## src/rtl/serial_subtractor.sv

```systemverilog
// Bit-serial WIDTH-bit subtractor, LSB first, one borrow register.
// Define SUB_SIGNED_OVF_EN to add the signed overflow output Ovf.
module serial_subtractor #(
  parameter int WIDTH = 8
) (
  input  logic             clk,
  input  logic             rst_n,
  input  logic             start,
  input  logic [WIDTH-1:0] A,
  input  logic [WIDTH-1:0] B,
  input  logic             Bin,
  output logic             busy,
  output logic             done,
  output logic [WIDTH-1:0] Diff,
  output logic             Borr
`ifdef SUB_SIGNED_OVF_EN
  ,
  output logic             Ovf
`endif
);

  localparam int CW = $clog2(WIDTH + 1);

  localparam logic [1:0] S_IDLE  = 2'd0;
  localparam logic [1:0] S_SHIFT = 2'd1;
  localparam logic [1:0] S_DONE  = 2'd2;

  logic [1:0]       r_state;
  logic [CW-1:0]    r_cnt;
  logic [WIDTH-1:0] r_a;
  logic [WIDTH-1:0] r_b;
  logic [WIDTH-1:0] r_d;
  logic             r_br;
  logic [WIDTH-1:0] r_diff;
  logic             r_borr;

  logic             w_a0;
  logic             w_b0;
  logic             w_d;
  logic             w_br;
  logic             w_last;
  logic [WIDTH-1:0] w_dnext;

  assign w_a0   = r_a[0];
  assign w_b0   = r_b[0];
  assign w_d    = w_a0 ^ w_b0 ^ r_br;
  assign w_br   = (~w_a0 & w_b0)
                | (~w_a0 & r_br)
                | (w_b0 & r_br);
  assign w_last = (r_cnt == CW'(WIDTH - 1));

  // New bit enters at the MSB; written as shifts so WIDTH=1 needs no slice.
  assign w_dnext = (r_d >> 1)
                 | (WIDTH'(w_d) << (WIDTH - 1));

`ifdef SUB_SIGNED_OVF_EN
  logic r_as;
  logic r_bs;
  logic r_ovf;

  always_ff @(posedge clk or negedge rst_n) begin
    if (!rst_n) begin
      r_as  <= 1'b0;
      r_bs  <= 1'b0;
      r_ovf <= 1'b0;
    end else begin
      if (start && (r_state != S_SHIFT)) begin
        r_as <= A[WIDTH-1];
        r_bs <= B[WIDTH-1];
      end
      if ((r_state == S_SHIFT) && w_last) begin
        r_ovf <= (r_as ^ r_bs)
               & (w_dnext[WIDTH-1] ^ r_as);
      end
    end
  end

  assign Ovf = r_ovf;
`endif

  always_ff @(posedge clk or negedge rst_n) begin
    if (!rst_n) begin
      r_state <= S_IDLE;
      r_cnt   <= '0;
      r_a     <= '0;
      r_b     <= '0;
      r_d     <= '0;
      r_br    <= 1'b0;
      r_diff  <= '0;
      r_borr  <= 1'b0;
    end else begin
      unique case (r_state)
        S_SHIFT: begin
          r_a   <= r_a >> 1;
          r_b   <= r_b >> 1;
          r_d   <= w_dnext;
          r_br  <= w_br;
          r_cnt <= r_cnt + CW'(1);
          if (w_last) begin
            r_diff  <= w_dnext;
            r_borr  <= w_br;
            r_state <= S_DONE;
          end
        end
        S_IDLE, S_DONE: begin
          if (start) begin
            r_a     <= A;
            r_b     <= B;
            r_br    <= Bin;
            r_cnt   <= '0;
            r_state <= S_SHIFT;
          end else begin
            r_state <= S_IDLE;
          end
        end
        default: r_state <= S_IDLE;
      endcase
    end
  end

  assign busy = (r_state == S_SHIFT);
  assign done = (r_state == S_DONE);
  assign Diff = r_diff;
  assign Borr = r_borr;

endmodule

```

## config.mk

```make
export PLATFORM = sky130hd
export DESIGN_NAME = serial_subtractor
export DESIGN_NICKNAME = d
export VERILOG_FILES = /design/src/rtl/serial_subtractor.sv
export SDC_FILE = /design/constraint.sdc
export NUM_CORES = 1
export LEC_CHECK = 0
export ABC_AREA = 1
export ABC_CLOCK_PERIOD_IN_PS = 1500
export CAP_MARGIN = 20
export CELL_PAD_IN_SITES_DETAIL_PLACEMENT = 1
export CELL_PAD_IN_SITES_GLOBAL_PLACEMENT = 1
export CORE_MARGIN = 3
export CORE_UTILIZATION = 38
export DETAILED_ROUTE_END_ITERATION = 12
export GPL_TIMING_DRIVEN = 1
export PLACE_DENSITY = 0.74
export SLEW_MARGIN = 30
export SYNTH_ARGS = -nofsm -noshare
export SYNTH_HDL_FRONTEND = slang
export SYNTH_SLANG_ARGS = --single-unit
```

## constraint.sdc

```tcl
create_clock -name clk -period 1.5 [get_ports clk]
set_input_delay 0.225 -clock clk [delete_from_list [all_inputs] [get_ports clk]]
set_output_delay 0.225 -clock clk [all_outputs]
set_load 0.05 [all_outputs]
```

==> Word-level counts from Yosys, hierarchy flattened <==
Cells that the tools add are included.
{ "word_totals": {"regBits": 40, "out_inout_bits": 11, "elab_cells": 39, "inputBits": 20} }
{ "classes": {"eq_ne": 5, "n_addsub": 1, "mux": 11, "n_reduce_logical": 5, "bitwise_logic": 9} }
{ "ops": {"columns": ["operator", "n"], "rows": [
  ["$pmux 8 s2", 2],
  ["$mux 8", 2],
  ["$or 7x8->8", 1],
  ["$pmux 4 s2", 1],
  ["$add 4x1->4 const B", 1],
  ["$eq 4x3->1 const B", 1],
  ["$mux 4", 1],
  ["$pmux 2 s2", 1],
  ["$reduce_and 2->1", 2],
  ["$and 1x1->1", 3],
  ["$eq 2x1->1 const B", 1],
  ["$eq 2x2->1 const B", 1],
  ["$logic_not 2->1", 1],
  ["$mux 1", 2],
  ["$mux 2", 1],
  ["$ne 2x1->1 const B", 1],
  ["$ne 2x2->1 const B", 1],
  ["$or 1x1->1", 2],
  ["$pmux 1 s2", 1],
  ["$reduce_bool 2->1", 1],
  ["$reduce_or 2->1", 1],
  ["$xor 1x1->1", 2],
  ["$not 1->1", 1]
]} }

==> Logic depth before layout (Yosys ltp) <==
{ "depth": {"depth_word": 5, "depth_mapped": 7, "depth_no_buf": 6} }

==> Worst setup path before layout <==
No wires, ideal clock.
{ "synth_path": {"path_kind": "register -> output", "startpoint": "reg r_state[0]", "endpoint": "out done", "stages_incl_launch_ff": 3, "arrival_ns": 1.291, "slack_ns": -0.016, "n_path_buf": 1, "required_ns": 1.275, "path_cell_list": "dfrtp_1 > buf_2 > nor2_1"} }
{ "synth_between": {"elab_chain_cells": 1} }
{ "synth_lines": {"columns": ["element", "line_no", "text"], "rows": [
  ["start, declared", "28", "logic [1:0] r_state;"],
  ["start signal, assigned", "83", "r_state <= S_IDLE;"],
  ["start signal, assigned", "102", "r_state <= S_DONE;"],
  ["start signal, assigned", "111", "r_state <= S_SHIFT;"],
  ["$eq 2x2->1", "122", "assign done = (r_state == S_DONE);"],
  ["end, declared", "13", "output logic done,"]
]} }
Every way passes these cells.

==> Final worst setup path <==
Same ends and word-level chain as after synthesis.

==> flow_metrics.py <==
metrics = {
    "global_routing": {
        "overflow": 0,
        "grt_max_degree": 40,
        "grt_pass1_wl_um": 6560,
        "grt_pass1_vias": 1421,
        "grtUsageTotal_pct": 16.0,
        "antenna_found_initial": 0,
    },
    "synthesis": {
        "yosys_warnings": 0,
        "syn_area_um2": 1770,
        "syn_inst": 211,
        "seq_area_frac_synth_pct": 55.2,
        "avgSynthCellArea_um2": 8.37,
        "synth.distinct_cells": 17,
        "synth_nets": 233,
        "ys_ff_latch": 39,
    },
    "worst_setup_path": {
        "timing.rr.start": "r_cnt[0]$_DFFE_PN0P_",
        "reg2regPathDepth": 6,
        "crit_type": "flop to primary output",
        "required_ps": 1270,
        "cp-end-kind": "primary output",
        "start_kind": "flop",
        "reg2reg_to": "Diff[1]$_DFFE_PN0P_",
        "endpoint": "done",
        "worstPathMaxFanout": 5,
        "r2r_slack_ps": 150,
        "worstPathArrival_ps": 1220,
        "startpoint": "r_state[0]$_DFFE_PN0P_",
    },
    "cells_and_area": {
        "fin_nets": 272,
        "layout_commonest_cell": "nand2_1",
        "layout_common_cells": "nand2_1, dfrtp_1, clkdlybuf4s50_1, buf_4, o21ai_0",
        "diodes": 0,
        "stdcell_count": 303,
        "syn_to_final_growth_pct": 29.0,
        "drive_gt1_share_pct": 19.1,
        "final_area_um2": 2280,
    },
    "die": {
        "floorplan.rows": 24,
        "die_x_um": 74.2,
        "placeableCoreArea_um2": 4410,
        "start_util_pct": 40.0,
        "die_area_um2": 5500,
        "io_pins": 31,
        "die_h_um": 74.2,
    },
    "placed_design": {
        "dp.cells": 293,
        "dpl-instance-area_um2": 2140,
        "io_buffers": 30,
        "place_hpwl_um": 2690,
        "gp_congestion": 0.751,
        "place_ws_ps": 43.3,
    },
    "sta": {
        "fmax_mhz": 692,
        "setup_violations": 0,
        "min_period_ps": 1450,
        "setup_tns_ps": 0,
        "layout_setup_ws_ps": 54.7,
        "rsz0062_at_grt": "no",
        "tightest_slew_ps": 275,
        "report.final.slew_viol_count": 0,
        "period_share_pct": 96.4,
        "slew_headroom_pct": 81.7,
        "fin_skew_ps": 5.58,
        "finalHoldViolCount": 0,
    },
    "clock_network": {
        "cts-buffers-inserted": 5,
        "clk_pin_slew_ps": 80,
        "cts.sinks": 39,
        "cts_buffer_depth": 2,
        "insertion_delay_ps": 290,
        "tritoncts": "built",
        "cts_root_buf": "clkbuf_8",
        "htreeDepth": 2,
    },
    "power": {
        "clockPowerShare_pct": 17.4,
        "fin_total_pwr_mw": 5.21,
        "combPwrFrac_pct": 48.3,
        "switchingPower_mw": 2.26,
        "cellInternalPower_mw": 2.95,
        "powerDensity_nw_per_um2": 2290,
        "swShare_pct": 43.4,
        "p_leak_nw": 1.18,
        "seqPwrFrac_pct": 34.3,
        "vdd_ir_drop_max_uv": 864,
    },
    "detailed_routing": {
        "antenna_left": 0,
        "route.detailed.drc": 0,
        "first_pass_iters": 4,
        "drtIter0Drc": 65,
        "vias_per_cell": 4.78,
        "wl_um": 3890,
        "num_vias": 1449,
        "routedWlPerCell_um": 12.8,
    },
    "status": {
        "status": "complete, no violations",
    },
    "flow_run": {
        "max_cap_violations": 0,
    },
    "min_path": {
        "hp-class": "input port to async pin",
    },
}
critical path, stage by stage (launching register included):
cell and delay [ps]:
dfrtp_2 450, buf_4 170, nor2_2 150, buf_12 150
cell type report:
| cell class | instances | area, um^2 |
|---|---|---|
| fillers | 519 | 2130 |
| inverters | 17 | 63.8 |
| flip-flops and latches | 39 | 977 |
| multi-input cells | 147 | 673 |
| clock inverters | 2 | 35.0 |
| repair buffers | 40 | 383 |
| clock buffers | 6 | 82.6 |
| well taps | 52 | 65.1 |
synth_stat cells:
library cell	number	share of area (%)
a21oi_2	1	0.50
buf_2	2	0.57
buf_4	1	0.43
buf_6	3	1.9
clkbuf_1	2	0.43
dfrtp_1	39	55
fa_1	1	1.1
ha_1	1	0.71
inv_1	14	3.0
inv_2	3	0.64
nand2_1	108	23
nand2_2	1	0.35
nand2_4	2	1.3
nand3_1	3	0.85
nor2_1	5	1.1
o21ai_0	16	4.5
o21ai_2	9	4.5
registers in the layout, summed over array words and instances (netlist names):
signal   cells
Diff         8
r_a          8
r_b          8
r_d          7
r_cnt        4
r_state      2
Borr         1
r_br         1
through the flow:
stage | util, % | hold WS [ps]
6_report | 51.6 | 417
5_1_grt | 51.6 | 438
4_1_cts | 51.4 | 435
3_5_place_dp | 48.5 | 213
3_3_place_gp | 48.5 | 212
2_1_floorplan | - | -70.6
cells by family after synthesis:
group	count (synthesis)	share of synthesized area, %
flip-flops	39	55.2
adder cells (fa/ha/maj)	2	1.84
buffers and inverters	25	6.94
AND/OR/NAND/NOR	119	26.5
AO/OA/AOI/OAI	26	9.49
worst min path at each step:
stage | slack (ps) | cells past startpoint | endpoint | startpoint
floorplan | -70 | 0 | Borr$_DFFE_PN0P_ | rst_n
global placement | 210 | 2 | Diff[5]$_DFFE_PN0P_ | rst_n
detailed placement | 210 | 2 | Diff[6]$_DFFE_PN0P_ | rst_n
CTS | 430 | 3 | Diff[6]$_DFFE_PN0P_ | rst_n
global route | 440 | 3 | Diff[7]$_DFFE_PN0P_ | rst_n
finish | 420 | 3 | Diff[6]$_DFFE_PN0P_ | rst_n
power groups by stage:
| stage | registers (mW) | logic, mW | clock network (mW) |
|---|---|---|---|
| 3_3_place_gp | 1.79 | 2.47 | 0 |
| 5_1_grt | 1.86 | 2.83 | 0.985 |
| 4_1_cts | 1.79 | 2.55 | 0.929 |
| 3_5_place_dp | 1.81 | 2.53 | 0 |
| 6_report | 1.79 | 2.52 | 0.907 |
| 2_1_floorplan | 2.16 | 1.41 | 0 |
metal layers:
| layer | global-route usage, % | up-vias | wire (um) |
|---|---|---|---|
| met5 | 0 | - | 0 |
| met4 | 7.04 | 0 | 77 |
| met3 | 5.27 | 8 | 189 |
| met2 | 24.8 | 22 | 1830 |
| met1 | 20.4 | 702 | 1800 |
| li1 | - | 717 | - |
what timing repair did:
action                                  CTS  global route
endpoints found under the setup margin    0            10
hold buffers                              1             0
resized for setup                         0             2
setup buffers                             0             1
hold endpoints to repair                 39             0
Note: power is estimated with default switching activity, not from simulation.
